## config.mk

```make
export PLATFORM = sky130hd
export DESIGN_NAME = stage_timer_flat
export DESIGN_NICKNAME = d
export VERILOG_FILES = /design/src/rtl/wm_pkg.sv /design/src/rtl/stage_timer_if.sv /design/src/rtl/edge_sync.sv /design/src/rtl/stage_timer.sv /design/src/flat_wrapper.sv
export SDC_FILE = /design/constraint.sdc
export NUM_CORES = 1
export LEC_CHECK = 0
export BUFFER_PORTS_ARGS = -buffer_cell sky130_fd_sc_hd__buf_2
export CAP_MARGIN = 10
export CORE_ASPECT_RATIO = 0.6
export CORE_MARGIN = 2
export CORE_UTILIZATION = 30
export CTS_BUF_LIST = sky130_fd_sc_hd__clkbuf_2
export DETAILED_ROUTE_END_ITERATION = 7
export MAX_ROUTING_LAYER = met4
export RECOVER_POWER = 50
export SETUP_SLACK_MARGIN = 0.2
export SYNTH_ARGS = -nofsm -noshare
export SYNTH_HDL_FRONTEND = slang
export SYNTH_HIERARCHICAL = 1
export SYNTH_SLANG_ARGS = --single-unit
```

## constraint.sdc

```tcl
create_clock -name clk -period 1.9 [get_ports clk]
set_input_delay 0.19 -clock clk [delete_from_list [all_inputs] [get_ports clk]]
set_output_delay 0.19 -clock clk [all_outputs]
set_load 0.01 [all_outputs]
```

## src/rtl/wm_pkg.sv

```systemverilog
// rtl/wm_pkg.sv - shared stage encodings and widths for the washing-machine blocks
package wm_pkg;

    localparam int STAGE_W = 8;

    typedef enum logic [1:0] {
        IDLE = 2'd0,
        RUN  = 2'd1,
        HOLD = 2'd2
    } wm_state_e;

endpackage

```

## src/rtl/stage_timer_if.sv

```systemverilog
// rtl/stage_timer_if.sv - control/status bundle between the stage FSM and the stage timer
interface stage_timer_if #(
    parameter int CNT_W = wm_pkg::STAGE_W
);
    logic             start;
    logic [CNT_W-1:0] duration;
    logic             pause;
    logic             abort;
    logic             busy;
    logic [CNT_W-1:0] remaining;
    logic             done;
    logic             aborted;

    modport master (
        output start, duration, pause, abort,
        input  busy, remaining, done, aborted
    );

    modport slave (
        input  start, duration, pause, abort,
        output busy, remaining, done, aborted
    );
endinterface

```

## src/rtl/edge_sync.sv

```systemverilog
// rtl/edge_sync.sv - two-flop synchronizer with a single-cycle rising-edge strobe
module edge_sync (
    input  logic clk,
    input  logic rst,
    input  logic d_in,
    output logic rise
);
    logic sync1_q;
    logic sync2_q;
    logic prev_q;

    always_ff @(posedge clk or posedge rst) begin
        if (rst) begin
            sync1_q <= 1'b0;
            sync2_q <= 1'b0;
            prev_q  <= 1'b0;
        end else begin
            sync1_q <= d_in;
            sync2_q <= sync1_q;
            prev_q  <= sync2_q;
        end
    end

    assign rise = sync2_q & ~prev_q;

endmodule

```

## src/rtl/stage_timer.sv

```systemverilog
// rtl/stage_timer.sv - counts a loaded stage duration down on slow-clock ticks
module stage_timer
    import wm_pkg::*;
#(
    parameter int CNT_W = STAGE_W
) (
    input  logic          clk,
    input  logic          rst,
    input  logic          slow_clk,
    stage_timer_if.slave  bus
);
    wm_state_e        state_q, state_d;
    logic [CNT_W-1:0] remaining_q, remaining_d;
    logic             done_q, done_d;
    logic             aborted_q, aborted_d;
    logic             tick;

    edge_sync u_tick_sync (
        .clk  (clk),
        .rst  (rst),
        .d_in (slow_clk),
        .rise (tick)
    );

    always_ff @(posedge clk or posedge rst) begin
        if (rst) begin
            state_q     <= IDLE;
            remaining_q <= '0;
            done_q      <= 1'b0;
            aborted_q   <= 1'b0;
        end else begin
            state_q     <= state_d;
            remaining_q <= remaining_d;
            done_q      <= done_d;
            aborted_q   <= aborted_d;
        end
    end

    // Abort outranks everything, so a start coinciding with abort in IDLE is dropped.
    always_comb begin
        state_d     = state_q;
        remaining_d = remaining_q;
        done_d      = 1'b0;
        aborted_d   = 1'b0;
        if (bus.abort) begin
            if (state_q != IDLE) begin
                state_d     = IDLE;
                remaining_d = '0;
                aborted_d   = 1'b1;
            end
        end else begin
            case (state_q)
                IDLE: begin
                    if (bus.start) begin
                        if (bus.duration != '0) begin
                            remaining_d = bus.duration;
                            state_d     = RUN;
                        end else begin
                            done_d = 1'b1;
                        end
                    end
                end
                RUN: begin
                    if (bus.pause) begin
                        state_d = HOLD;
                    end else if (tick) begin
                        if (remaining_q > CNT_W'(1)) begin
                            remaining_d = remaining_q - CNT_W'(1);
                        end else begin
                            remaining_d = '0;
                            state_d     = IDLE;
                            done_d      = 1'b1;
                        end
                    end
                end
                HOLD: begin
                    if (!bus.pause) begin
                        state_d = RUN;
                    end
                end
                default: state_d = IDLE;
            endcase
        end
    end

    assign bus.busy      = (state_q != IDLE);
    assign bus.remaining = remaining_q;
    assign bus.done      = done_q;
    assign bus.aborted   = aborted_q;

endmodule

```

## src/flat_wrapper.sv

```systemverilog
// flat-port wrapper written by rule: the top's interface ports become plain ports
module stage_timer_flat import wm_pkg::*;
#(
    parameter int CNT_W = STAGE_W
)
  (clk, rst, slow_clk, bus_start, bus_duration, bus_pause, bus_abort, bus_busy, bus_remaining, bus_done, bus_aborted);
  stage_timer_if #(.CNT_W(CNT_W)) bus_i ();
  input  logic clk;
  input  logic rst;
  input  logic slow_clk;
  input wire logic [$bits(bus_i.start)-1:0] bus_start;
  input wire logic [$bits(bus_i.duration)-1:0] bus_duration;
  input wire logic [$bits(bus_i.pause)-1:0] bus_pause;
  input wire logic [$bits(bus_i.abort)-1:0] bus_abort;
  output wire logic [$bits(bus_i.busy)-1:0] bus_busy;
  output wire logic [$bits(bus_i.remaining)-1:0] bus_remaining;
  output wire logic [$bits(bus_i.done)-1:0] bus_done;
  output wire logic [$bits(bus_i.aborted)-1:0] bus_aborted;
  assign bus_i.start = bus_start;
  assign bus_i.duration = bus_duration;
  assign bus_i.pause = bus_pause;
  assign bus_i.abort = bus_abort;
  assign bus_busy = bus_i.busy;
  assign bus_remaining = bus_i.remaining;
  assign bus_done = bus_i.done;
  assign bus_aborted = bus_i.aborted;
  stage_timer #(.CNT_W(CNT_W)) u_core (.clk(clk), .rst(rst), .slow_clk(slow_clk), .bus(bus_i));
endmodule
```

== Word level (Yosys, flattened, before mapping) ==
Index checks and enable logic that the tools add are counted.
Cells by class
  add/subtract/negate cells: 1
  order comparisons: 1
  eq/ne operators: 10
  muxes and demuxes: 26
  bitwise logic cells: 2
  reduce and logical (&&, ||, !) cells: 6
Operator list (count)
  2-to-1 mux 8 bit: 7
  2-to-1 mux 2 bit: 8
  one-hot mux 8 bit (2 select lines): 1
  AND reduction 6 bit: 2
  != test 3 bit, second input constant: 3
  greater-than comparator 8 x 1 -> 1 bit, second input constant: 1
  2-to-1 mux 1 bit: 8
  nonzero test 8 bit: 1
  subtractor 8 x 1 -> 8 bit, second input constant: 1
  != test 3 x 2 -> 1 bit, second input constant: 2
  one-hot mux 2 bit (3 select lines): 1
  != test 4 x 3 -> 1 bit, second input constant: 1
  != test 4 bit, second input constant: 1
  nonzero test 3 bit: 1
  == test 2 x 1 -> 1 bit, second input constant: 1
  == test 2 bit, second input constant: 1
  zero test 2 bit: 1
  != test 2 x 1 -> 1 bit, second input constant: 1
  one-hot mux 1 bit (2 select lines): 1
  nonzero test 2 bit: 1
  AND 1 bit: 1
  NOT 1 bit: 1
Word-level totals
  bits in registers: 15
  input port bits: 14
  output and inout port bits: 11

== Logic depth before layout (Yosys ltp) ==
  word-level depth: 6
  mapped depth: 7
  mapped depth without buffers: 7

== Cells and area by module ==
The synthesis kept the hierarchy.
By module, submodules not included
  stage_timer: times used 1, cells each 98, area each 802.0 µm², seq. area each 300.3 µm²
  edge_sync: times used 1, cells each 5, area each 92.6 µm², seq. area each 75.1 µm²

== Worst setup path before layout ==
OpenSTA, ideal clock, no wires.
  kind: reg-to-reg
  start: register u_core.remaining_q[5], in the netlist u_core/bus.remaining[5]
  end: register u_core.remaining_q[2], in the netlist u_core/bus.remaining[2]
  library setup time: 0.126 ns
  arrival: 1.533 ns
  path slack: 0.241 ns
  cell stages (with the launch flop): 6
  path buffers: 0
  period minus slack after synthesis: 1.659 ns
  cells stage by stage: dfrtp_1 > or4_4 > nor4_4 > nor4b_1 > a21oi_1 > o21ai_1
Between the ends
  cells in the longest elaborated chain, start to end: 6
RTL lines
  start: declaration: RTL line stage_timer.sv:13  | logic [CNT_W-1:0] remaining_q, remaining_d;
  start signal: assignment: RTL line stage_timer.sv:33  | remaining_q <= remaining_d;
  greater-than comparator 8 x 1 -> 1 bit: RTL line stage_timer.sv:67  | if (remaining_q > CNT_W'(1)) begin
  2-to-1 mux 8 bit: RTL line stage_timer.sv:67
  2-to-1 mux 8 bit: RTL line stage_timer.sv:66  | end else if (tick) begin
  2-to-1 mux 8 bit: RTL line stage_timer.sv:64  | if (bus.pause) begin
  one-hot mux 8 bit (2 select lines): RTL line stage_timer.sv:52  | case (state_q)
  2-to-1 mux 8 bit: RTL line stage_timer.sv:45  | if (bus.abort) begin
Every way passes these cells. The select of a mux whose other input is x is not followed.
A chain may end at the register's enable or synchronous reset.

== Final worst setup path ==
  start: register u_core.remaining_q[5], in the netlist u_core/bus.remaining[5]
  end: register u_core.remaining_q[7], in the netlist u_core/bus.remaining[7]
Between the ends
  cells in the longest elaborated chain, start to end: 6
  elaborated cells between the ends (all ways): 7
RTL lines (RTL line)
  subtractor 8 x 1 -> 8 bit / greater-than comparator 8 x 1 -> 1 bit (equally long branches): stage_timer.sv:68, stage_timer.sv:67
  2-to-1 mux 8 bit (*): stage_timer.sv:67
  2-to-1 mux 8 bit (*): stage_timer.sv:66
  2-to-1 mux 8 bit (*): stage_timer.sv:64
  one-hot mux 8 bit (2 select lines) (*): stage_timer.sv:52
  2-to-1 mux 8 bit (*): stage_timer.sv:45
Every way passes the cells marked *; elsewhere a longest branch is shown, timed or not. The select of a mux whose other input is x is not followed.

==> metrics.cfg <==
[placement]
postPlaceCellArea_mm2=0.001107
dp_hpwl_mm=1.794
io_buffer_count=24
dp_cells=173
place.gp.congestion=0.9047

[timing]
tightest_slew_ns=0.5062
finClkSkew_ns=0.01247
fin_crit_sh_pct=89.44
slew_headroom_pct=66.21
slew_violations=0
hold_viol_final=0
period_needed_ns=1.699
finalSetupViolations=0
setup-tns-final_ns=0
rsz0062_at_grt=true
achievable-frequency_ghz=0.5885

[job]
cap_violations=0

[cts]
htreeDepth=1
tritoncts=yes
cts-root-buf=clkbuf_2
cts.clk_slew.worst_paths_ns=0.17
numCtsBuffers=3
clock_latency_ns=0.30
cts_buffer_depth=2
clock_sinks=15

[drt]
viasPerCell=5.132
drtPass1Iterations=4
vias=970
drtIter0Drc=110
drc=0
post_drt_wl_per_cell_um=13.90
ant_nets=0
drt_wl_total_mm=2.627

[pwr]
ir_worst_vdd_mv=0.3301
leakagePower_uw=0.0005897
p_per_area_mw_per_mm2=912.1

[yosys]
seq_area_frac_synth_pct=41.96
ys_types=34
avgSynthCellArea_um2=8.686
ys_seq_elements=15
synth_area_um2=894.6
ys.warnings.count=6
netlist_instances=103
synth_nets=119

[floorplan]
dieHeight_um=46.30
num_rows=15
coreArea_mm2=0.002853
num_io_pins=25
start_util_pct=31.36
dieArea_mm2=0.003449
die_x_um=74.50

[global_route]
gr-usage-met1_pct=22.58
grt_pass1_wl_mm=4.057
grt_pass1_vias=823
grt-ovfl-total=0
gr-max-usage-layer=met2
met3_usage_pct=5.470
antenna_found_initial=0
globalRouteTotalUtil_pct=16.69
grt_max_degree=13
grt_use_met2_pct=24.78

[worst_setup_path]
crit_path_start_kind=register
r2r_cells=5
worstPathMaxFanout=4
endpoint_kind=register
crit_type=reg2reg
r2r-end=u_core/bus.remaining[7]
required_ns=2.15
r2r_slack_ns=0.20
r2r_start=u_core/bus.remaining[5]
cp.arrival_ns=1.95

[final_layout]
final_area_mm2=0.001265
multi_input_area_um2=508.0
fillers=301
drive_gt1_share_pct=38.78
antenna_cells=0
fin_cells=189
area_delta_synth_final_pct=41.40
seq_area_um2=376.6
post-route-util_pct=44.34
nNetsFinal=164

[status]
status=complete, no violations

[min_path]
worstHoldStart=bus_pause
hold_depth=3
hold_path_class=in2reg
holdPathEnd=u_core/state_q[1]

## cells by family after synthesis
logic type                 Yosys count  share of synthesized area [%]
AOI/OAI and AO/OA                   29                          19.02
adders and majority gates            2                          2.797
muxes                                2                          2.378
xor gates and xnor gates             1                         0.9792
buffers and inverters               12                          5.174
and+or+nand+nor                     42                          27.69
DFF                                 15                          41.96
## cell usage after synthesis
cell	count	area [µm²]
o2111ai_1	1	8.760
nor4_1	4	25.02
dfrtp_1	15	375.4
a221oi_1	1	8.760
nor2b_1	2	12.51
inv_1	9	33.78
o211ai_1	1	7.510
or4_4	1	11.26
or2_1	1	6.260
or4_1	1	7.510
mux2i_1	1	10.01
or3_1	2	12.51
mux2_2	1	11.26
a21oi_1	8	40.04
a32oi_1	2	17.52
buf_2	1	5.000
a22oi_1	1	7.510
xnor2_1	1	8.760
clkbuf_1	2	7.510
or2_2	2	12.51
a2bb2oi_1	1	8.760
o21ai_1	9	45.04
ha_1	2	25.02
nand2b_1	2	12.51
nand3_1	1	5.000
a31oi_1	1	6.260
nor4_4	1	21.27
o21ai_0	4	20.02
nor2b_4	1	13.76
nor2_1	9	33.78
and3_1	1	6.260
nor3_1	8	40.04
nand2_1	5	18.77
nor4b_1	1	8.760
## cells in the final DEF (no fill, tap or decap), types with 2 or more instances in the layout
cell            n
or2_2           2
dlygate4sd3_1   2
nor3_1          6
buf_2          23
buf_4          15
nor2b_1         2
o21ai_0         3
nand2_1         5
nor4_1          4
inv_1           9
nand2b_1        2
nor2_1          8
a21oi_1         7
a32oi_1         2
dfrtp_1        14
clkbuf_2        4
buf_6           2
o21ai_1        10
## how the worst max path moves through the flow
stage | start | to | slack, ns | cells past startpoint
final | u_core/bus.remaining[5] | u_core/bus.remaining[7] | 0.20 | 5
after global placement | u_core/bus.remaining[5] | u_core/bus.remaining[2] | 0.18 | 5
after global routing | u_core/bus.remaining[1] | u_core/bus.remaining[2] | 0.14 | 8
after detailed placement | u_core/bus.remaining[5] | u_core/bus.remaining[2] | 0.13 | 5
after floorplan | u_core/bus.remaining[5] | u_core/bus.remaining[2] | 0.24 | 5
after CTS | u_core/bus.remaining[5] | u_core/bus.remaining[0] | 0.11 | 6
## flip-flops by register name, summed over array words and instances (netlist names)
name,count
u_core/bus.remaining,8
u_core/state_q,2
u_core/bus.aborted,1
u_core/bus.done,1
u_core/u_tick_sync/prev_q,1
u_core/u_tick_sync/sync1_q,1
u_core/u_tick_sync/sync2_q,1
## metal layers
layer  share of wire [%]  vias up  wire (µm)
met5                   0        -          0
met4                   0        0          0
met3                 8.8        0        232
met2                  45       51       1173
met1                  46      458       1221
li1                    -      461          -
## power by group
group          total (µW)  switching (µW)  internal [µW]  leakage (µW)
logic                 576             294            282      0.000381
clock network         171             115           55.8     0.0000166
registers             406            44.0            362      0.000192
## cell type report
class / instances / area share [%]
sequential: 15 / 29.77
inverter: 9 / 2.671
multi-input combinational: 76 / 40.16
clock buffer: 4 / 1.583
timing repair buffer: 43 / 21.66
tap: 42 / 4.154
## worst max-delay path, cell delays in order (launching register included)
cell	delay, ns
dfrtp_1	0.44
buf_6	0.12
or3_4	0.38
or4_1	0.41
a2bb2oi_1	0.14
o21ai_1	0.15
## stage by stage
stage | power [µW] | hold WS (ns) | setup slack [ns]
floorplan | 686.4 | -0.05636 | 0.2412
global placement | 849.6 | 0.06199 | 0.1776
global route | 1229 | 0.1252 | 0.1407
finish | 1154 | 0.1483 | 0.2007
CTS | 1085 | 0.1361 | 0.1073
detailed placement | 853.7 | 0.06822 | 0.1275
## timing repair
item	in CTS	in global routing
hold buffers	2	0
buffers inserted	3	7
setup endpoints to repair	9	10
hold endpoints to repair	16	0
gates resized for setup	6	6
pin swaps	5	7
Note: power is estimated with default switching activity, not from simulation.
